File: config.mk
export PLATFORM = sky130hd
export DESIGN_NAME = pc_unit
export DESIGN_NICKNAME = d
export VERILOG_FILES = /design/src/rtl/pc_unit.sv
export SDC_FILE = /design/constraint.sdc
export NUM_CORES = 1
export LEC_CHECK = 0
export ABC_AREA = 1
export ABC_CLOCK_PERIOD_IN_PS = 3500
export BUFFER_PORTS_ARGS = -buffer_cell sky130_fd_sc_hd__buf_4
export CORE_ASPECT_RATIO = 0.8
export CORE_MARGIN = 1
export CORE_UTILIZATION = 31
export CTS_BUF_LIST = sky130_fd_sc_hd__clkbuf_8
export DETAILED_ROUTE_END_ITERATION = 8
export GPL_ROUTABILITY_DRIVEN = 1
export PLACE_DENSITY = 0.57
export SETUP_SLACK_MARGIN = 0.5
export SYNTH_ARGS = -nofsm -noshare
export SYNTH_HDL_FRONTEND = slang
export SYNTH_SLANG_ARGS = --single-unit
File: constraint.sdc
create_clock -name clk -period 3.5 [get_ports clk]
set_input_delay 0.7 -clock clk [delete_from_list [all_inputs] [get_ports clk]]
set_output_delay 0.7 -clock clk [all_outputs]
set_load 0.05 [all_outputs]
File: src/rtl/pc_unit.sv
// MIPS program-counter stage: PC register plus next-PC select, with link, flush and misaligned outputs.
// Latency: a redirect sampled at edge N loads pc at edge N, and flush is high in cycle N+1. Stall holds pc and drops redirects.
module pc_unit #(
  parameter int               WIDTH        = 32,
  parameter logic [WIDTH-1:0] RESET_VECTOR = '0,
  parameter int               INC          = 4,
  parameter int               OFFSET_W     = 16
) (
  input  logic                clk,
  input  logic                reset,
  input  logic                stall,
  input  logic                branch_taken,
  input  logic [OFFSET_W-1:0] branch_offset,
  input  logic                jump,
  input  logic [25:0]         jump_target,
  input  logic                jump_reg,
  input  logic [WIDTH-1:0]    reg_target,
  output logic [WIDTH-1:0]    pc,
  output logic [WIDTH-1:0]    pc_plus_inc,
  output logic [WIDTH-1:0]    link,
  output logic                flush,
  output logic                misaligned
);

  logic [WIDTH-1:0] pc_q, pc_d;
  logic             flush_q, flush_d;
  logic [WIDTH-1:0] offset_ext;
  logic [WIDTH-1:0] branch_npc;
  logic [WIDTH-1:0] jump_npc;

  assign pc_plus_inc = pc_q + WIDTH'(INC);
  assign offset_ext  = WIDTH'($signed(branch_offset));
  assign branch_npc  = pc_plus_inc + (offset_ext << 2);

  // A 28-bit PC has no region bits above the jump field.
  generate
    if (WIDTH > 28) begin : g_jump_hi
      assign jump_npc = {pc_plus_inc[WIDTH-1:28], jump_target, 2'b00};
    end else begin : g_jump_lo
      assign jump_npc = {jump_target, 2'b00};
    end
  endgenerate

  always_comb begin
    pc_d    = pc_q;
    flush_d = 1'b0;
    if (!stall) begin
      if (jump_reg) begin
        pc_d    = reg_target;
        flush_d = 1'b1;
      end else if (jump) begin
        pc_d    = jump_npc;
        flush_d = 1'b1;
      end else if (branch_taken) begin
        pc_d    = branch_npc;
        flush_d = 1'b1;
      end else begin
        pc_d    = pc_plus_inc;
      end
    end
  end

  always_ff @(posedge clk) begin
    if (reset) begin
      pc_q    <= RESET_VECTOR;
      flush_q <= 1'b0;
    end else begin
      pc_q    <= pc_d;
      flush_q <= flush_d;
    end
  end

  assign pc         = pc_q;
  assign link       = pc_plus_inc;
  assign flush      = flush_q;
  assign misaligned = |pc_q[1:0];

endmodule
==> flow_summary.toml, run 1 <==
[yosys]
netlist_area_um2 = 5080
synth_area_leaders = "nand2_1 22%, dfxtp_1 13%, ha_1 8.9%"
syn_inst = 919
synthArstFlopShare = 0
ys_types = 47
yosysTopAreaCell = "nand2_1"
ys_seq_area_frac = 0.130
synth_area_per_cell_um2 = 5.53
ys.flop_type = "dfxtp_1"
ys_warn_count = 0
ys_ff_latch = 33
synth_top_area_share = 0.224
synth_fp_nets = 1036
synth-edff-count = 0

[timing]
whs_ps = 505
worstMarginPinSlew_ps = 612
max_slew_margin = 0.591
setup_slack_ps = 526
report.final.slew_viol_count = 0
max_freq_mhz = 336
finalCritPeriodShare = 0.850
period_needed_ps = 2970
final.setup_skew_ps = 15.7
setup_viol = 0
fin_tns_setup_ps = 0
rsz0062_at_grt = "true"
hold_viol = 0

[final_layout]
area_growth_pct = 50.3
fin_util = 0.480
antenna_cells = 0
fillCellCount = 1693
nets = 1201
drive_above_1_share = 0.382

[route]
ant_nets = 0
wl_um = 22900
drtIter0Drc = 458
drc = 0
vias = 6508
vias_per_cell = 5.01
wl_per_cell_um = 17.6
dr.pass1.iters = 5

[worst_setup_path]
worstPathMaxFanout = 4
worstPathArrival_ps = 3160
start_kind = "register"
critPathCaptureType = "register"
path_class = "reg -> reg"
crit_required_ps = 3680

[die]
rows = 41
fp.dieW_um = 145
core_um2 = 15900
dieArea_um2 = 16900
ioPinCount = 178
die_h_um = 117
initial_core_util = 0.320

[run]
max_cap_violations = 0

[cts]
ctsHtreeMaxLevel = 2
cts_tree = "yes"
clkTransAtPathRegs_ps = 90
cts_hold_buf = 0
cts_buffers = 5
clkLatencyLatePin_ps = 310
clockBufferDepth = 2
clkSinkCount = 33
root_buffer = "clkbuf_8"

[global_routing]
grt_start_max_net_pins = 31
overflow = 0
grt_pass1_vias = 6006
track_usage = 0.260
antenna_found_initial = 0
busiest_layer = "met2"
grt_use_met2 = 0.407
grtUsageMet3 = 0.0363
grt_pass1_wl_um = 33300
met1_usage = 0.377

[power_and_ir_drop]
powerDensity_nw_per_um2 = 275
vdd_ir_drop_max_mv = 0.211
p_leak_nw = 3.87

[placed_design]
pre_cts_slack_ps = 243
hpwl_um = 18600
gp_congestion = 0.956
port_buffers = 177

[min_path]
hp-class = "reg -> reg"

[run_status]
status = "completed"
[repair_timing]
action | CTS | global route
buffers inserted | 3 | 17
cloned | 0 | 0
gates resized for setup | 14 | 138
pin swaps | 2 | 38
endpoints found under the setup margin | 14 | 24
[metrics by stage]
step / total power [mW] / cell area [µm²] / instances
CTS: 1.98 / 6950 / 1283
detailed placement: 1.62 / 6770 / 1272
global placement: 1.62 / 6770 / 1272
global route: 2.21 / 7640 / 1300
floorplan: 1.26 / 5430 / 919
finish: 2.10 / 7640 / 1300
[worst paths after layout]
| kind | start | to | slack (ps) | depth (start not counted) |
|---|---|---|---|---|
| setup / recovery | pc[2] | pc[26] | 530 | 20 |
| hold / removal | pc[22] | pc[22] | 500 | 2 |
| setup reg to reg | pc[2] | pc[26] | 530 | 20 |
| hold reg to reg | pc[22] | pc[22] | 500 | 2 |
[cell type report]
type	instances	area, µm²	share of cell area
multi-input cells	715	4500	0.589
well taps	215	269	0.0352
clock inverters	1	5.00	0.000655
flip-flops and latches	33	714	0.0935
clock buffers	7	96.3	0.0126
repair buffers	208	1590	0.208
inverters	121	469	0.0614
[sequential cells by signal, summed over array words and instances, names as in the netlist]
| register | cells |
|---|---|
| flush | 1 |
| pc | 32 |
[cells in the final DEF (no fill, tap or decap), types with 13 or more instances in the layout]
| cell type | netlist | final |
|---|---|---|
| a21oi_1 | 63 | 46 |
| a21oi_2 | 1 | 17 |
| buf_4 | 34 | 206 |
| dfxtp_2 | 0 | 13 |
| ha_1 | 36 | 16 |
| ha_4 | 0 | 16 |
| inv_1 | 120 | 104 |
| inv_2 | 1 | 13 |
| nand2_1 | 303 | 276 |
| nand2_2 | 10 | 31 |
| nand3_1 | 60 | 47 |
| nand3_2 | 2 | 13 |
| nor2_1 | 106 | 75 |
| nor2_2 | 5 | 23 |
| nor2_4 | 3 | 16 |
| o21ai_0 | 35 | 27 |
[layer usage]
| layer | up-vias | wire [µm] |
|---|---|---|
| li1 | 3232 | - |
| met1 | 3010 | 11100 |
| met2 | 242 | 10000 |
| met3 | 24 | 1500 |
| met4 | 0 | 308 |
| met5 | - | 0 |
[worst max-delay path: stages, from the launching register on]
cell        delay [ps]
dfxtp_4            400
ha_4               160
nand3_4            110
nor2_4             140
nand2_4             80
nor2_4             160
nand2_4             90
nor2_2              80
nand2_1             60
nand2_2            130
clkinvlp_4         140
ha_4               340
nand2_4             70
nor2_4             150
nand2_2             90
nor2_2             130
nand2_2             80
nand4_1            130
nand3_4            130
nand2_2            100
a21oi_2             50
[cell usage after synthesis (2+ instances only)]
library cell / count
a21o_1: 5
nor2_1: 106
nand3b_1: 8
nor2_4: 3
nand3_2: 2
xnor2_1: 2
o22ai_1: 6
o21bai_1: 6
nand4_1: 8
nand2_1: 303
clkbuf_1: 8
buf_4: 34
or2_2: 2
dfxtp_1: 33
or2_0: 2
buf_2: 4
nor3_1: 9
ha_1: 36
o21ai_1: 5
nand2_2: 10
a221oi_1: 3
o211ai_1: 4
xor2_1: 15
o21ai_0: 35
nand3_1: 60
inv_1: 120
and2_1: 2
a21oi_1: 63
buf_1: 2
nor2_2: 5
nor3_2: 2
[report_power, final]
group,internal [mW],switching [mW],total (mW)
clock network,0.178,0.170,0.349
registers,0.406,0.0541,0.460
logic,0.437,0.855,1.29
total,1.02,1.08,2.10
[logic make-up (layout without fill, tap and decap cells)]
kind of cell | Yosys count | in the layout | share of synthesized area
and+or+nand+nor | 525 | 525 | 0.439
buffers and inverters | 171 | 337 | 0.155
AOI/OAI and AO/OA | 135 | 135 | 0.150
adders and majority gates | 37 | 37 | 0.0926
DFF | 33 | 33 | 0.130
xor gates and xnor gates | 18 | 18 | 0.0325
(Power assumes the default switching activity.)
==> run 2: changes to the inputs <==
--- a/config.mk
+++ b/config.mk
@@ -6,7 +6,7 @@
 export NUM_CORES = 1
 export LEC_CHECK = 0
 export ABC_AREA = 1
-export ABC_CLOCK_PERIOD_IN_PS = 3500
+export ABC_CLOCK_PERIOD_IN_PS = 2910
 export BUFFER_PORTS_ARGS = -buffer_cell sky130_fd_sc_hd__buf_4
 export CORE_ASPECT_RATIO = 0.8
 export CORE_MARGIN = 1
==> constraint.sdc (replaced) <==
create_clock -name clk -period 2.91 [get_ports clk]
set_input_delay 0.582 -clock clk [delete_from_list [all_inputs] [get_ports clk]]
set_output_delay 0.582 -clock clk [all_outputs]
set_load 0.05 [all_outputs]
==> run 2 against run 1 <==
Against the previous run: global-route usage up 3.3 points; sequential power up 18%; register-to-register slack worse by 490 ps; final cell count up 10%; combinational power up 67%; count of clock-buffer cells in the layout down 2; clock skew down 7.4 ps; largest cell class unchanged; largest power group unchanged.
==> flow_summary.toml, run 2 (synthesis results as in run 1) <==
[run_status]
status = "completed"

[timing]
worstMarginPinSlew_ps = 673
final.setup_skew_ps = 8.27
max_slew_margin = 0.551
hold_viol = 0
max_freq_mhz = 348
rsz0062_at_grt = "true"
period_needed_ps = 2870
setup_viol = 0
report.final.slew_viol_count = 0
finalCritPeriodShare = 0.987
setup_slack_ps = 36.6

[power_and_ir_drop]
power.total_mw = 3.08
powerDensity_nw_per_um2 = 294
p_leak_nw = 5.05
vdd_ir_drop_max_mv = 0.209

[final_layout]
nets = 1334
largest_reg_flops = 32
fillCellCount = 1372
antenna_cells = 0
drive_above_1_share = 0.595
area_growth_pct = 106
final_common_cell = "buf_4"
mostFrequentLayoutCells = "224 x buf_4, 203 x nand2_1, 81 x inv_1"

[worst_setup_path]
critPathCaptureType = "register"
worstPathMaxFanout = 4
critPathSlowestCell = "dfxtp_4"
crit_path_frequent_cell = "nand2_1"
start_kind = "register"
path_class = "reg -> reg"
path_cells = "ha_4 > nand3_4 > nor2_4 > nand2_4 > nor2_4 > nand2_4 > nor2_2 > nand2_1 > nand2_2 > clkinvlp_4 > ha_4 > nand2_2 > nand2_2 > o21bai_4 > nand2_1 > nand2_1 > a21oi_2 > nand2_1 > nand2_1 > nand3_2 > nand2_2 > nand2_1 > nand2_1"
crit_required_ps = 3160
cpPeakStageDelay_ps = 390
worstPathArrival_ps = 3120

[cts]
clkTransAtPathRegs_ps = 80
ctsHtreeMaxLevel = 2
root_buffer = "clkbuf_8"
clockBufferDepth = 2
clkLatencyLatePin_ps = 300
cts_buffers = 5
clkSinkCount = 33
cts_hold_buf = 0
cts_tree = "yes"

[route]
vias_per_cell = 5.12
wl_per_cell_um = 18.3
drc = 0
wl_um = 26200
vias = 7335
ant_nets = 0
dr.pass1.iters = 5
drtIter0Drc = 656

[placed_design]
pre_cts_slack_ps = -189
hpwl_um = 19400
port_buffers = 177
gp_congestion = 0.958

[die]
ioPinCount = 178
dieArea_um2 = 16900
fp.dieW_um = 145
rows = 41
initial_core_util = 0.320
die_h_um = 117
core_um2 = 15900

[run]
max_cap_violations = 0

[global_routing]
antenna_found_initial = 0
grt_start_max_net_pins = 31
grt_pass1_vias = 6884
grt_pass1_wl_um = 38100
track_usage = 0.293
overflow = 0

[min_path]
hp-class = "in -> reg"
run 2: worst paths after layout:
path / to / slack, ps / startpoint / cells after the start
worst min-delay path: pc[0] / 500 / reg_target[0] / 3
worst min register to register: pc[21] / 530 / pc[21] / 2
worst max-delay path: pc[29] / 40 / pc[3] / 23
worst max register to register: pc[29] / 40 / pc[3] / 23
run 2: routing by layer:
layer / GRT usage / part of all wire
met4: 0.0765 / 0.020
met2: 0.462 / 0.45
met3: 0.0340 / 0.076
met5: 0 / 0
met1: 0.421 / 0.46
run 2: report_power, final:
group	internal, mW	total, mW	switching (mW)
Clock	0.165	0.368	0.203
Sequential	0.485	0.542	0.0568
Combinational	0.887	2.16	1.28
Total	1.54	3.08	1.54
run 2: final cells by class:
class | instances | area [µm²] | area share
clock buffer | 5 | 68.8 | 0.00659
inverter | 121 | 495 | 0.0474
sequential | 33 | 738 | 0.0707
timing repair buffer | 341 | 3210 | 0.307
tap | 215 | 269 | 0.0258
multi-input combinational | 715 | 5650 | 0.541
clock inverter | 3 | 17.5 | 0.00168
run 2: repair_timing:
| item | 4_1_cts | 5_1_grt |
|---|---|---|
| gates resized for setup | 350 | 177 |
| setup buffers | 52 | 25 |
| cloned | 0 | 0 |
| endpoints found under the setup margin | 73 | 78 |
| pin swaps | 110 | 100 |
run 2: per-stage QoR:
step                      instances  cell area, µm²   util  hold WS [ps]  setup TNS [ps]
after floorplan                 919            5790      -           572            -409
after global placement         1348            7680  0.483           479            -347
after detailed placement       1348            7680  0.483           485            -749
after CTS                      1408            9590  0.603           500               0
after global routing           1433           10400  0.657           510           -1050
final                          1433           10400  0.657           503               0
run 2: worst max-delay path: cells and delay by family (launching register included):
family / cells / cell delay, ps
AOI/OAI and AO/OA: 2 / 290
DFF: 1 / 390
adders and majority gates: 2 / 450
and+or+nand+nor: 18 / 1530
buffers and inverters: 1 / 120
